`src/rtl/dot_product_engine.sv`:
```
// Streaming multiply-accumulate: dot product of two VEC_LEN-element vectors fed one (A,B) pair per beat.
// Define DOTP_SAT_EN to clamp the accumulator on overflow; the default build wraps modulo 2^ACC_W.
module dot_product_engine #(
    parameter int DATA_W  = 8,
    parameter int VEC_LEN = 8,
    parameter int SIGNED  = 0,
    parameter int ACC_W   = 2*DATA_W + $clog2(VEC_LEN+1)
) (
    input  logic              CLK,
    input  logic              RST,
    input  logic              START,
    input  logic              IN_VALID,
    output logic              IN_READY,
    input  logic [DATA_W-1:0] dataA,
    input  logic [DATA_W-1:0] dataB,
    output logic [ACC_W-1:0]  result,
    output logic              DONE,
    output logic              BUSY,
    output logic              OVF
);

    localparam int CNT_W = (VEC_LEN > 1) ? $clog2(VEC_LEN) : 1;
    localparam logic [CNT_W-1:0] CNT_LAST = CNT_W'(VEC_LEN-1);

    typedef enum logic {IDLE, ACCUM} state_e;

    state_e             state_q, state_d;
    logic [ACC_W-1:0]   acc_q, acc_d;
    logic [CNT_W-1:0]   cnt_q, cnt_d;
    logic               ovf_acc_q, ovf_acc_d;
    logic [ACC_W-1:0]   result_q, result_d;
    logic               done_q, done_d;
    logic               busy_q, busy_d;
    logic               ovf_q, ovf_d;

    logic                a_msb, b_msb, acc_msb;
    logic signed [ACC_W:0] a_x, b_x, prod, acc_x, sum;
    logic                beat_ovf;
    logic [ACC_W-1:0]    acc_next;

    // One guard bit above ACC_W makes the sum exact, so overflow is a simple range test.
    always_comb begin
        a_msb    = (SIGNED != 0) && dataA[DATA_W-1];
        b_msb    = (SIGNED != 0) && dataB[DATA_W-1];
        acc_msb  = (SIGNED != 0) && acc_q[ACC_W-1];
        a_x      = {{(ACC_W+1-DATA_W){a_msb}}, dataA};
        b_x      = {{(ACC_W+1-DATA_W){b_msb}}, dataB};
        acc_x    = {acc_msb, acc_q};
        prod     = a_x * b_x;
        sum      = acc_x + prod;
        if (SIGNED != 0) beat_ovf = sum[ACC_W] ^ sum[ACC_W-1];
        else             beat_ovf = sum[ACC_W];
`ifdef DOTP_SAT_EN
        if (!beat_ovf)          acc_next = sum[ACC_W-1:0];
        else if (SIGNED == 0)   acc_next = '1;
        else if (sum[ACC_W])    acc_next = {1'b1, {(ACC_W-1){1'b0}}};
        else                    acc_next = {1'b0, {(ACC_W-1){1'b1}}};
`else
        acc_next = sum[ACC_W-1:0];
`endif
    end

    always_comb begin
        state_d   = state_q;
        acc_d     = acc_q;
        cnt_d     = cnt_q;
        ovf_acc_d = ovf_acc_q;
        result_d  = result_q;
        done_d    = 1'b0;
        busy_d    = busy_q;
        ovf_d     = ovf_q;
        case (state_q)
            IDLE: begin
                if (START) begin
                    state_d   = ACCUM;
                    acc_d     = '0;
                    cnt_d     = '0;
                    ovf_acc_d = 1'b0;
                    busy_d    = 1'b1;
                end
            end
            ACCUM: begin
                if (IN_VALID) begin
                    acc_d     = acc_next;
                    ovf_acc_d = ovf_acc_q | beat_ovf;
                    if (cnt_q == CNT_LAST) begin
                        result_d = acc_next;
                        ovf_d    = ovf_acc_q | beat_ovf;
                        done_d   = 1'b1;
                        busy_d   = 1'b0;
                        state_d  = IDLE;
                    end else begin
                        cnt_d = cnt_q + 1'b1;
                    end
                end
            end
            default: state_d = IDLE;
        endcase
    end

    always_ff @(posedge CLK) begin
        if (RST) begin
            state_q   <= IDLE;
            acc_q     <= '0;
            cnt_q     <= '0;
            ovf_acc_q <= 1'b0;
            result_q  <= '0;
            done_q    <= 1'b0;
            busy_q    <= 1'b0;
            ovf_q     <= 1'b0;
        end else begin
            state_q   <= state_d;
            acc_q     <= acc_d;
            cnt_q     <= cnt_d;
            ovf_acc_q <= ovf_acc_d;
            result_q  <= result_d;
            done_q    <= done_d;
            busy_q    <= busy_d;
            ovf_q     <= ovf_d;
        end
    end

    assign IN_READY = (state_q == ACCUM);
    assign result   = result_q;
    assign DONE     = done_q;
    assign BUSY     = busy_q;
    assign OVF      = ovf_q;

endmodule

```
`config.mk`:
```
export PLATFORM = sky130hd
export DESIGN_NAME = dot_product_engine
export DESIGN_NICKNAME = d
export VERILOG_FILES = /design/src/rtl/dot_product_engine.sv
export SDC_FILE = /design/constraint.sdc
export NUM_CORES = 1
export LEC_CHECK = 0
export ABC_AREA = 1
export BUFFER_PORTS_ARGS = -buffer_cell sky130_fd_sc_hd__buf_2
export CAP_MARGIN = 10
export CELL_PAD_IN_SITES_DETAIL_PLACEMENT = 1
export CELL_PAD_IN_SITES_GLOBAL_PLACEMENT = 2
export CORE_ASPECT_RATIO = 0.7
export CORE_MARGIN = 1.5
export CORE_UTILIZATION = 37
export DETAILED_ROUTE_END_ITERATION = 8
export GPL_ROUTABILITY_DRIVEN = 0
export PLACE_DENSITY = 0.93
export REMOVE_ABC_BUFFERS = 1
export SYNTH_ARGS = -nofsm -noshare
export SYNTH_HDL_FRONTEND = slang
export SYNTH_SLANG_ARGS = --single-unit
```
`constraint.sdc`:
```
create_clock -name CLK -period 7 [get_ports CLK]
set_clock_uncertainty 0.15 [all_clocks]
set_input_delay 0.35 -clock CLK [delete_from_list [all_inputs] [get_ports CLK]]
set_output_delay 0.35 -clock CLK [all_outputs]
set_load 0.02 [all_outputs]
```
Yosys cells after proc, flatten, opt, wreduce, memory -nomap -nowiden:

Index checks and enable logic that the tools add are counted.

* output and inout port bits: 24
* flip-flop bits (word level): 48

* muxes and demuxes: 19
* $mul: 1
* reductions and logical operators: 5
* add/subtract/negate cells: 2
* bitwise operators: 3
* equality and inequality tests: 5

Operators by type and width (count)
* two-way mux 20 bit: 2
* case mux 20 bit (2 select lines): 1
* adder 20 x 16 -> 21 bit: 1
* multiplier 8 x 8 -> 16 bit: 1
* two-way mux 1 bit: 9
* two-way mux 3 bit: 3
* AND reduction 3 bit: 3
* != test 2 bit (second input constant): 3
* case mux 1 bit (2 select lines): 3
* case mux 3 bit (2 select lines): 1
* adder 3 x 1 -> 3 bit (second input constant): 1
* equality test 3 bit (second input constant): 1
* OR reduction 3 bit: 1
* != test 2 x 1 -> 1 bit (second input constant): 1
* NOT 1 bit: 2
* AND reduction 2 bit: 1
* OR 1 bit: 1

Logic depth before layout (Yosys ltp):

Gate-level depths: netlist of run 1.

* depth in word-level cells: 5
* depth in mapped cells: 23
* mapped depth without buffers: 22

Worst setup path after synthesis of run 1:

No wires, ideal clock.

* kind: input port to flip-flop
* start: input port dataA[0]
* end: register result_q[12] (netlist: result[12])
* required time: 6736 ps
* stages: 20
* data arrival time: 3907 ps
* setup slack: 2830 ps
* cell sequence: clkbuf_1 nand2_1 fa_1 fa_1 inv_1 fa_1 inv_1 fa_1 inv_1 ha_1 nand2_1 inv_1 nand2_1 nand3_2 nand2_1 nand2_1 nand2_1 nand2_1 o21bai_1 inv_1

* cells in the longest elaborated chain, start to end: 2

RTL lines
* start, declared: line 14 `input logic [DATA_W-1:0] dataA,`
* multiplier 8 x 8 -> 16 bit: line 49 `prod = a_x * b_x;`
* adder 20 x 16 -> 21 bit: line 50 `sum = acc_x + prod;`
* end signal, assigned: line 116 `result_q <= result_d;`
* end, declared: line 31 `logic [ACC_W-1:0] result_q, result_d;`

No other way between the ends.
A chain may end at the register's enable or synchronous reset.

Worst setup path after layout of run 1:

* start: input port dataA[5]
* end: register acc_q[10]

* cells in the longest elaborated chain, start to end: 4

RTL lines
* multiplier 8 x 8 -> 16 bit: line 49
* adder 20 x 16 -> 21 bit: line 50
* two-way mux 20 bit: line 83 `if (IN_VALID) begin`
* case mux 20 bit (2 select lines): line 72 `case (state_q)`
* end signal, assigned: line 104 `acc_q <= '0;`
* end signal, assigned: line 113 `acc_q <= acc_d;`
* end, declared: line 28 `logic [ACC_W-1:0] acc_q, acc_d;`

No other way between the ends. The select of a mux whose other input is x is not followed.

==> results_tabular.tex, run 1 <==
\begin{tabular}{lr}
\hline
Metric & Value \\
\hline
\multicolumn{2}{l}{\textbf{Place}} \\
\quad Pre-CTS setup slack & 2.34 ns \\
\quad Buffers added on ports & 43 \\
\quad Total half-perimeter wirelength after legalization and detailed placement & 11300 µm \\
\multicolumn{2}{l}{\textbf{Status}} \\
\quad Run status & completed \\
\multicolumn{2}{l}{\textbf{Final layout}} \\
\quad Area delta synth->final & 9.21\% \\
\quad Number of nets in the finished design & 845 \\
\quad Antenna cell count & 0 \\
\quad Fraction of final layout cells sized beyond drive strength 1 & 9.28\% \\
\multicolumn{2}{l}{\textbf{Synth}} \\
\quad Total number of yosys warnings & 0 \\
\quad Most area-hungry cell type in the Yosys netlist & sky130\_fd\_sc\_hd\_\_fa\_1 \\
\quad Area share of the leading cell type in the synthesized netlist & 20.5\% \\
\quad Mean area per synthesized cell & 6.89 µm² \\
\quad Synth Cell Area & 4890 µm² \\
\quad Top area cells in the synthesized netlist & sky130\_fd\_sc\_hd\_\_fa\_1 (20\%), sky130\_fd\_sc\_hd\_\_dfxtp\_1 (20\%), sky130\_fd\_sc\_hd\_\_nand2\_1 (17\%) \\
\quad Number of synthesized register bits & 48 \\
\quad Share of synthesized area occupied by flip-flops and latches & 19.6\% \\
\quad Number of standard cells after synthesis & 710 \\
\quad Synth unique cells & 26 \\
\multicolumn{2}{l}{\textbf{STA}} \\
\quad Min Clock Period, post-route & 4.39 ns \\
\quad Highest attainable clock frequency & 228 MHz \\
\quad Setup repair after global routing missed its margin & false \\
\quad Worst Max-Slew Pin Slew & 1.06 ns \\
\quad Setup Total Neg Slack & 0 ns \\
\quad Worst slew slack as a fraction of its limit & 29.6\% \\
\quad Max-slew violation count & 0 \\
\quad Final worst setup slack & 2.61 ns \\
\quad Setup violations, final & 0 \\
\quad Number of failing hold endpoints at the final stage & 0 \\
\quad Share of the clock period used by the worst path & 62.8\% \\
\multicolumn{2}{l}{\textbf{Clock tree}} \\
\quad Number of buffers added to fix hold violations after cts & 0 \\
\quad CTS Buf Count & 5 \\
\quad Clk Latency, worst-skew pair & 0.29 ns \\
\quad Post-CTS Setup Inserts & 0 \\
\quad Post\_cts resized & 0 \\
\quad Clock Pin Slew Worst Setup and Hold Paths & 0.07 ns \\
\quad TritonCTS clock tree & yes \\
\quad CTS root buf & sky130\_fd\_sc\_hd\_\_clkbuf\_16 \\
\quad CTS sink cnt & 48 \\
\quad CTS Buffer Depth & 2 \\
\quad Depth of the CTS H-tree & 2 \\
\multicolumn{2}{l}{\textbf{GRT}} \\
\quad Maximum number of pins on one net before global-route repair & 28 \\
\quad Vias in the first global route & 4502 \\
\quad First-pass GRT wire length & 23100 µm \\
\quad Initial antenna violation count & 0 \\
\quad Tot GR Track Use & 21.1\% \\
\quad Overflow left after global routing & 0 \\
\multicolumn{2}{l}{\textbf{Hold path}} \\
\quad Hold Crit Start & START \\
\quad Hold Path Sink & IN\_READY\$\_SDFF\_PP0\_ \\
\quad Number of cells on the worst hold path & 3 \\
\quad Path type of the worst min-delay path & in -> reg \\
\multicolumn{2}{l}{\textbf{Floorplanning}} \\
\quad Top-level I/O count & 44 \\
\quad Die outline width & 140 µm \\
\quad Die footprint & 13900 µm² \\
\quad Core footprint & 12700 µm² \\
\quad Effective utilization at floorplan & 38.6\% \\
\quad Y dimension of the die & 99.2 µm \\
\quad Std cell rows & 34 \\
\multicolumn{2}{l}{\textbf{Drt}} \\
\quad DRC marker count from the first detailed-route iteration & 173 \\
\quad Ratio of routed vias to standard cells & 4.77 \\
\quad Overall via count from detail\_route & 4273 \\
\quad Final WL & 13700 µm \\
\quad Drt drc & 0 \\
\quad Routed wirelength normalized by instance count & 15.3 µm \\
\quad Remaining antenna violation count & 0 \\
\quad First drt pass iteration count & 6 \\
\multicolumn{2}{l}{\textbf{Pwr}} \\
\quad Leakage power total & 3.23 nW \\
\quad Power per Cell Area & 326 nW/µm² \\
\quad Worst vdd ir & 0.159 mV \\
\multicolumn{2}{l}{\textbf{Flow run}} \\
\quad Maximum capacitance violations & 0 \\
\multicolumn{2}{l}{\textbf{Critical path}} \\
\quad Setup crit start & dataA[5] \\
\quad Kind of start point of the critical path & input port \\
\quad Worst flop-to-flop path endpoint & acc\_q[10]\$\_SDFFE\_PP0P\_ \\
\quad Reg-to-reg slack, setup & 2.73 ns \\
\quad Category of the most critical setup path & in -> reg \\
\quad Launch instance of the worst register-to-register path & acc\_q[6]\$\_SDFFE\_PP0P\_ \\
\quad WP data required & 7.07 ns \\
\quad Highest fanout seen on the critical path & 8 \\
\quad Logic depth of the worst register-to-register path & 16 \\
\quad Type of element capturing the critical path & flip-flop \\
\quad Arrival time at the worst endpoint & 4.47 ns \\
\hline
\end{tabular}
-- through the flow --
step                      hold slack, ns  total power, mW  area, µm²  util, %  cells
after floorplan                    0.269             1.14       4770        -    682
after global placement             0.295             1.44       5190     40.9    887
after detailed placement           0.308             1.48       5190     40.9    887
after CTS                          0.195             1.76       5340     42.1    895
after global routing               0.214             1.93       5340     42.1    895
final                              0.194             1.74       5340     42.1    895
-- power by group --
part	switching, mW	internal, mW
registers	0.0134	0.293
clock network	0.111	0.143
logic	0.795	0.388
total	0.919	0.824
-- cell families after synthesis --
logic type               count (synthesis)  share of synthesized area, %
buffers and inverters                  224                          17.5
adder cells (fa/ha/maj)                 93                          31.5
AND/OR/NAND/NOR                        278                          23.2
flip-flops                              48                          19.6
AO/OA/AOI/OAI                           60                          6.88
XOR/XNOR                                 7                          1.25
-- layout make-up --
cell class / count / area [µm²]
fill: 1672 / 7340
multi-input combinational: 438 / 3070
sequential: 48 / 961
inverter: 196 / 736
timing repair buffer: 43 / 215
tap: 162 / 203
clock buffer: 6 / 139
clock inverter: 2 / 13.8
-- worst max-delay path, cell delays in order --
cell and delay [ns]:
sky130_fd_sc_hd__buf_2 0.20, sky130_fd_sc_hd__nand2_1 0.12, sky130_fd_sc_hd__fa_1 0.55, sky130_fd_sc_hd__inv_1 0.06, sky130_fd_sc_hd__fa_1 0.50, sky130_fd_sc_hd__fa_1 0.56, sky130_fd_sc_hd__inv_1 0.06, sky130_fd_sc_hd__fa_1 0.53
sky130_fd_sc_hd__inv_1 0.04, sky130_fd_sc_hd__ha_1 0.36, sky130_fd_sc_hd__nand2_2 0.14, sky130_fd_sc_hd__inv_1 0.05, sky130_fd_sc_hd__a21oi_1 0.14, sky130_fd_sc_hd__nand2_1 0.14, sky130_fd_sc_hd__xor2_1 0.39, sky130_fd_sc_hd__nand2_1 0.13
sky130_fd_sc_hd__a21oi_1 0.13
-- registers in the layout, indices dropped and copies added, names as in the netlist --
register,cells
DONE,1
cnt_q,3
BUSY,1
OVF,1
ovf_acc_q,1
acc_q,20
result,20
IN_READY,1
-- synthesized netlist by cell type --
master                     number
sky130_fd_sc_hd__nand2_1      221
sky130_fd_sc_hd__inv_1        194
sky130_fd_sc_hd__fa_1          50
sky130_fd_sc_hd__dfxtp_1       48
sky130_fd_sc_hd__ha_1          43
sky130_fd_sc_hd__a21oi_1       33
sky130_fd_sc_hd__nand3_1       24
sky130_fd_sc_hd__clkbuf_1      16
sky130_fd_sc_hd__nor2_1        16
sky130_fd_sc_hd__o21ai_0       12
sky130_fd_sc_hd__buf_2          8
sky130_fd_sc_hd__nand2_2        8
sky130_fd_sc_hd__o21bai_1       7
sky130_fd_sc_hd__o21a_1         6
sky130_fd_sc_hd__xor2_1         6
sky130_fd_sc_hd__nand3_2        3
sky130_fd_sc_hd__buf_1          2
sky130_fd_sc_hd__buf_4          2
sky130_fd_sc_hd__inv_2          2
sky130_fd_sc_hd__nor3_1         2
sky130_fd_sc_hd__nor3_2         2
sky130_fd_sc_hd__a21o_1         1
sky130_fd_sc_hd__a31oi_1        1
sky130_fd_sc_hd__and2_1         1
sky130_fd_sc_hd__or2_4          1
sky130_fd_sc_hd__xnor2_1        1
-- cells in the final DEF (no fill, tap or decap) --
| cell type | n |
|---|---|
| sky130_fd_sc_hd__a21o_1 | 1 |
| sky130_fd_sc_hd__a21oi_1 | 33 |
| sky130_fd_sc_hd__a31oi_1 | 1 |
| sky130_fd_sc_hd__and2_1 | 1 |
| sky130_fd_sc_hd__buf_2 | 43 |
| sky130_fd_sc_hd__clkbuf_16 | 5 |
| sky130_fd_sc_hd__clkbuf_8 | 1 |
| sky130_fd_sc_hd__clkinv_2 | 1 |
| sky130_fd_sc_hd__dfxtp_1 | 48 |
| sky130_fd_sc_hd__fa_1 | 50 |
| sky130_fd_sc_hd__ha_1 | 43 |
| sky130_fd_sc_hd__inv_1 | 194 |
| sky130_fd_sc_hd__inv_2 | 2 |
| sky130_fd_sc_hd__inv_6 | 1 |
| sky130_fd_sc_hd__nand2_1 | 221 |
| sky130_fd_sc_hd__nand2_2 | 8 |
| sky130_fd_sc_hd__nand3_1 | 24 |
| sky130_fd_sc_hd__nand3_2 | 3 |
| sky130_fd_sc_hd__nor2_1 | 15 |
| sky130_fd_sc_hd__nor2_2 | 1 |
| sky130_fd_sc_hd__nor3_1 | 2 |
| sky130_fd_sc_hd__nor3_2 | 2 |
| sky130_fd_sc_hd__o21a_1 | 6 |
| sky130_fd_sc_hd__o21ai_0 | 12 |
| sky130_fd_sc_hd__o21bai_1 | 7 |
| sky130_fd_sc_hd__or2_4 | 1 |
| sky130_fd_sc_hd__xnor2_1 | 1 |
| sky130_fd_sc_hd__xor2_1 | 6 |
-- per-layer routing --
metal  routed length [µm]  GRT usage [%]  share of wire, %
met5                    0              0                 0
met1                 6990           31.6                51
met2                 6010           33.8                44
met4                   50           2.35              0.36
met3                  657           2.41               4.8
-- worst max-delay path by stage --
stage | endpoint
finish | acc_q[10]$_SDFFE_PP0P_
global route | acc_q[14]$_SDFFE_PP0P_
CTS | acc_q[10]$_SDFFE_PP0P_
detailed placement | acc_q[10]$_SDFFE_PP0P_
global placement | acc_q[10]$_SDFFE_PP0P_
floorplan | result[19]$_SDFFE_PP0P_
No activity file was read; power rests on OpenSTA's default activity.
==> run 2: changes to the inputs <==
CORE_UTILIZATION = 34   (was 37)
PLACE_DENSITY = 0.87   (was 0.93)
clock period = 4.1 ns   (was 7 ns; I/O delays follow)
==> results_tabular.tex, run 2 (same netlist as run 1, synthesis figures left out) <==
\begin{tabular}{lr}
\hline
Metric & Value \\
\hline
\multicolumn{2}{l}{\textbf{Status}} \\
\quad Run status & completed (unchanged) \\
\multicolumn{2}{l}{\textbf{Critical path}} \\
\quad Highest fanout seen on the critical path & 3 (was 8) \\
\quad Crit path cell chain & inv\_1 > fa\_1 > inv\_1 > fa\_1 > inv\_1 > fa\_1 > fa\_1 > inv\_2 > ha\_4 > or2\_4 > nand3\_4 > nand2\_4 > xor2\_1 > buf\_4 > o21bai\_1 > inv\_1 (was buf\_2 > nand2\_1 > fa\_1 > inv\_1 > fa\_1 > fa\_1 > inv\_1 > fa\_1 > inv\_1 > ha\_1 > nand2\_2 > inv\_1 > a21oi\_1 > nand2\_1 > xor2\_1 > nand2\_1 > a21oi\_1) \\
\quad WP data required & 4.14 ns (was 7.07 ns) \\
\quad Type of element capturing the critical path & flip-flop (unchanged) \\
\quad Highest-delay cell along the critical path & sky130\_fd\_sc\_hd\_\_fa\_1 (unchanged) \\
\quad Kind of start point of the critical path & flip-flop (was input port) \\
\quad Category of the most critical setup path & reg -> reg (was in -> reg) \\
\quad Number of buffer and inverter stages on the critical path & 6 (was 5) \\
\quad Critical path's largest stage delay & 0.54 ns (was 0.56 ns) \\
\quad Crit path max-delay family & adder cells (unchanged) \\
\quad Arrival time at the worst endpoint & 4.01 ns (was 4.47 ns) \\
\multicolumn{2}{l}{\textbf{STA}} \\
\quad Setup Total Neg Slack & 0 ns (unchanged) \\
\quad Number of failing hold endpoints at the final stage & 0 (unchanged) \\
\quad Max-slew violation count & 0 (unchanged) \\
\quad Share of the clock period used by the worst path & 96.8\% \\
\quad Highest attainable clock frequency & 252 MHz \\
\quad Final worst setup slack & 0.131 ns (was 2.61 ns) \\
\quad Worst Max-Slew Pin Slew & 1.15 ns (was 1.06 ns) \\
\quad Min Clock Period, post-route & 3.97 ns \\
\quad Setup repair after global routing missed its margin & true (was false) \\
\quad Setup violations, final & 0 (unchanged) \\
\quad Worst slew slack as a fraction of its limit & 23.3\% (was 29.6\%) \\
\multicolumn{2}{l}{\textbf{Clock tree}} \\
\quad Number of buffers added to fix hold violations after cts & 0 (unchanged) \\
\quad CTS root buf & sky130\_fd\_sc\_hd\_\_clkbuf\_16 (unchanged) \\
\quad Clock Pin Slew Worst Setup and Hold Paths & 0.07 ns (about the same) \\
\quad TritonCTS clock tree & yes (unchanged) \\
\quad CTS Buffer Depth & 2 (unchanged) \\
\quad CTS sink cnt & 48 (unchanged) \\
\quad CTS Buf Count & 5 (unchanged) \\
\quad Clk Latency, worst-skew pair & 0.30 ns (was 0.29 ns) \\
\quad Depth of the CTS H-tree & 2 (unchanged) \\
\multicolumn{2}{l}{\textbf{GRT}} \\
\quad Vias in the first global route & 4620 (was 4502) \\
\quad Tot GR Track Use & 19.2\% (was 21.1\%) \\
\quad Overflow left after global routing & 0 (unchanged) \\
\quad First-pass GRT wire length & 22800 µm (was 23100 µm) \\
\quad Maximum number of pins on one net before global-route repair & 28 (unchanged) \\
\quad Initial antenna violation count & 0 (unchanged) \\
\multicolumn{2}{l}{\textbf{Floorplanning}} \\
\quad Effective utilization at floorplan & 35.0\% (was 38.6\%) \\
\quad Top-level I/O count & 44 (unchanged) \\
\quad Y dimension of the die & 103 µm (was 99.2 µm) \\
\quad Std cell rows & 36 (was 34) \\
\quad Die footprint & 15100 µm² (was 13900 µm²) \\
\quad Die outline width & 146 µm (was 140 µm) \\
\quad Core footprint & 14000 µm² (was 12700 µm²) \\
\multicolumn{2}{l}{\textbf{Final layout}} \\
\quad Fraction of final layout cells sized beyond drive strength 1 & 17.0\% (was 9.28\%) \\
\quad Area delta synth->final & 18.2\% (was 9.21\%) \\
\quad Number of nets in the finished design & 875 (was 845) \\
\quad Antenna cell count & 0 (unchanged) \\
\quad Most frequent standard cell in the layout excluding fill and tap cells & sky130\_fd\_sc\_hd\_\_nand2\_1 (unchanged) \\
\quad Most used cells in the layout excluding fill and tap cells & sky130\_fd\_sc\_hd\_\_nand2\_1 (212), sky130\_fd\_sc\_hd\_\_inv\_1 (193), sky130\_fd\_sc\_hd\_\_fa\_1 (50), sky130\_fd\_sc\_hd\_\_dfxtp\_1 (45), sky130\_fd\_sc\_hd\_\_buf\_2 (39) (was sky130\_fd\_sc\_hd\_\_nand2\_1 (221), sky130\_fd\_sc\_hd\_\_inv\_1 (194), sky130\_fd\_sc\_hd\_\_fa\_1 (50), sky130\_fd\_sc\_hd\_\_dfxtp\_1 (48)) \\
\quad Layout fillers & 1821 (was 1672) \\
\multicolumn{2}{l}{\textbf{Place}} \\
\quad Buffers added on ports & 43 (unchanged) \\
\quad Total half-perimeter wirelength after legalization and detailed placement & 11200 µm (was 11300 µm) \\
\quad Pre-CTS setup slack & -0.223 ns (was 2.34 ns) \\
\multicolumn{2}{l}{\textbf{Hold path}} \\
\quad Path type of the worst min-delay path & in -> reg (unchanged) \\
\multicolumn{2}{l}{\textbf{Flow run}} \\
\quad Maximum capacitance violations & 0 (unchanged) \\
\multicolumn{2}{l}{\textbf{Pwr}} \\
\quad Leakage power total & 3.40 nW (was 3.23 nW) \\
\quad Power per Cell Area & 617 nW/µm² (was 326 nW/µm²) \\
\quad Worst vdd ir & 0.415 mV (was 0.159 mV) \\
\multicolumn{2}{l}{\textbf{Drt}} \\
\quad Drt drc & 0 (unchanged) \\
\quad Final WL & 13800 µm (was 13700 µm) \\
\quad Routed wirelength normalized by instance count & 14.5 µm (was 15.3 µm) \\
\quad First drt pass iteration count & 4 (was 6) \\
\quad DRC marker count from the first detailed-route iteration & 155 (was 173) \\
\quad Ratio of routed vias to standard cells & 4.56 (was 4.77) \\
\quad Remaining antenna violation count & 0 (unchanged) \\
\quad Overall via count from detail\_route & 4347 (was 4273) \\
\hline
\end{tabular}
-- run 2: final timing paths --
path                                               end  slack (ns)  depth (start not counted)                  start
worst min register to register   acc_q[6]$_SDFFE_PP0P_        0.31                          2  acc_q[6]$_SDFFE_PP0P_
worst min-delay path               IN_READY$_SDFF_PP0_        0.05                          3                  START
worst max-delay path            result[9]$_SDFFE_PP0P_        0.13                         16  acc_q[6]$_SDFFE_PP0P_
worst max register to register  result[9]$_SDFFE_PP0P_        0.13                         16  acc_q[6]$_SDFFE_PP0P_
-- run 2: through the flow --
| step | cells | power [mW] | cell area [µm²] | hold WS (ns) | util [%] |
|---|---|---|---|---|---|
| 2_1_floorplan | 682 | 1.94 | 4770 | 0.124 | - |
| 3_3_place_gp | 944 | 2.70 | 5440 | 0.290 | 39.0 |
| 3_5_place_dp | 944 | 2.74 | 5440 | 0.307 | 39.0 |
| 4_1_cts | 952 | 3.29 | 5630 | 0.0421 | 40.3 |
| 5_1_grt | 953 | 3.93 | 5780 | 0.0857 | 41.4 |
| 6_report | 953 | 3.57 | 5780 | 0.0487 | 41.4 |
-- run 2: layout make-up --
| type | instances | area (µm²) | area share (%) |
|---|---|---|---|
| Clock buffer | 6 | 139 | 2.40 |
| Clock inverter | 2 | 13.8 | 0.238 |
| Inverter | 196 | 736 | 12.7 |
| Multi-Input combinational cell | 438 | 3240 | 56.1 |
| Sequential cell | 48 | 965 | 16.7 |
| Tap cell | 190 | 238 | 4.11 |
| Timing Repair Buffer | 73 | 450 | 7.79 |
-- run 2: routing by layer --
layer  up-vias  share of wire [%]  GRT usage, %  wire (µm)
met2        55                 45          32.0       6230
met1      2125                 51          27.0       7070
met4         0               0.86          3.34        119
met5         -                  0             0          0
li1       2154                  -             -          -
met3        13                3.0          2.59        417
-- run 2: where the power goes --
group | leakage [nW] | total, mW | internal [mW] | switching, mW
Sequential | 0.390 | 0.532 | 0.502 | 0.0301
Combinational | 2.93 | 2.59 | 1.07 | 1.52
Clock | 0.0772 | 0.445 | 0.245 | 0.200
-- run 2: worst reg2reg max path: stages (launching register included) --
cell and delay (ns):
sky130_fd_sc_hd__dfxtp_2 0.33, sky130_fd_sc_hd__inv_1 0.06, sky130_fd_sc_hd__fa_1 0.54, sky130_fd_sc_hd__inv_1 0.06
sky130_fd_sc_hd__fa_1 0.50, sky130_fd_sc_hd__inv_1 0.05, sky130_fd_sc_hd__fa_1 0.47, sky130_fd_sc_hd__fa_1 0.52
sky130_fd_sc_hd__inv_2 0.05, sky130_fd_sc_hd__ha_4 0.25, sky130_fd_sc_hd__or2_4 0.26, sky130_fd_sc_hd__nand3_4 0.09
sky130_fd_sc_hd__nand2_4 0.06, sky130_fd_sc_hd__xor2_1 0.16, sky130_fd_sc_hd__buf_4 0.15, sky130_fd_sc_hd__o21bai_1 0.11
sky130_fd_sc_hd__inv_1 0.05
-- run 2: repair_timing --
item,CTS,global route
endpoints found under the setup margin,4,26
pin swaps,1,14
resized for setup,3,37
buffers inserted,0,1
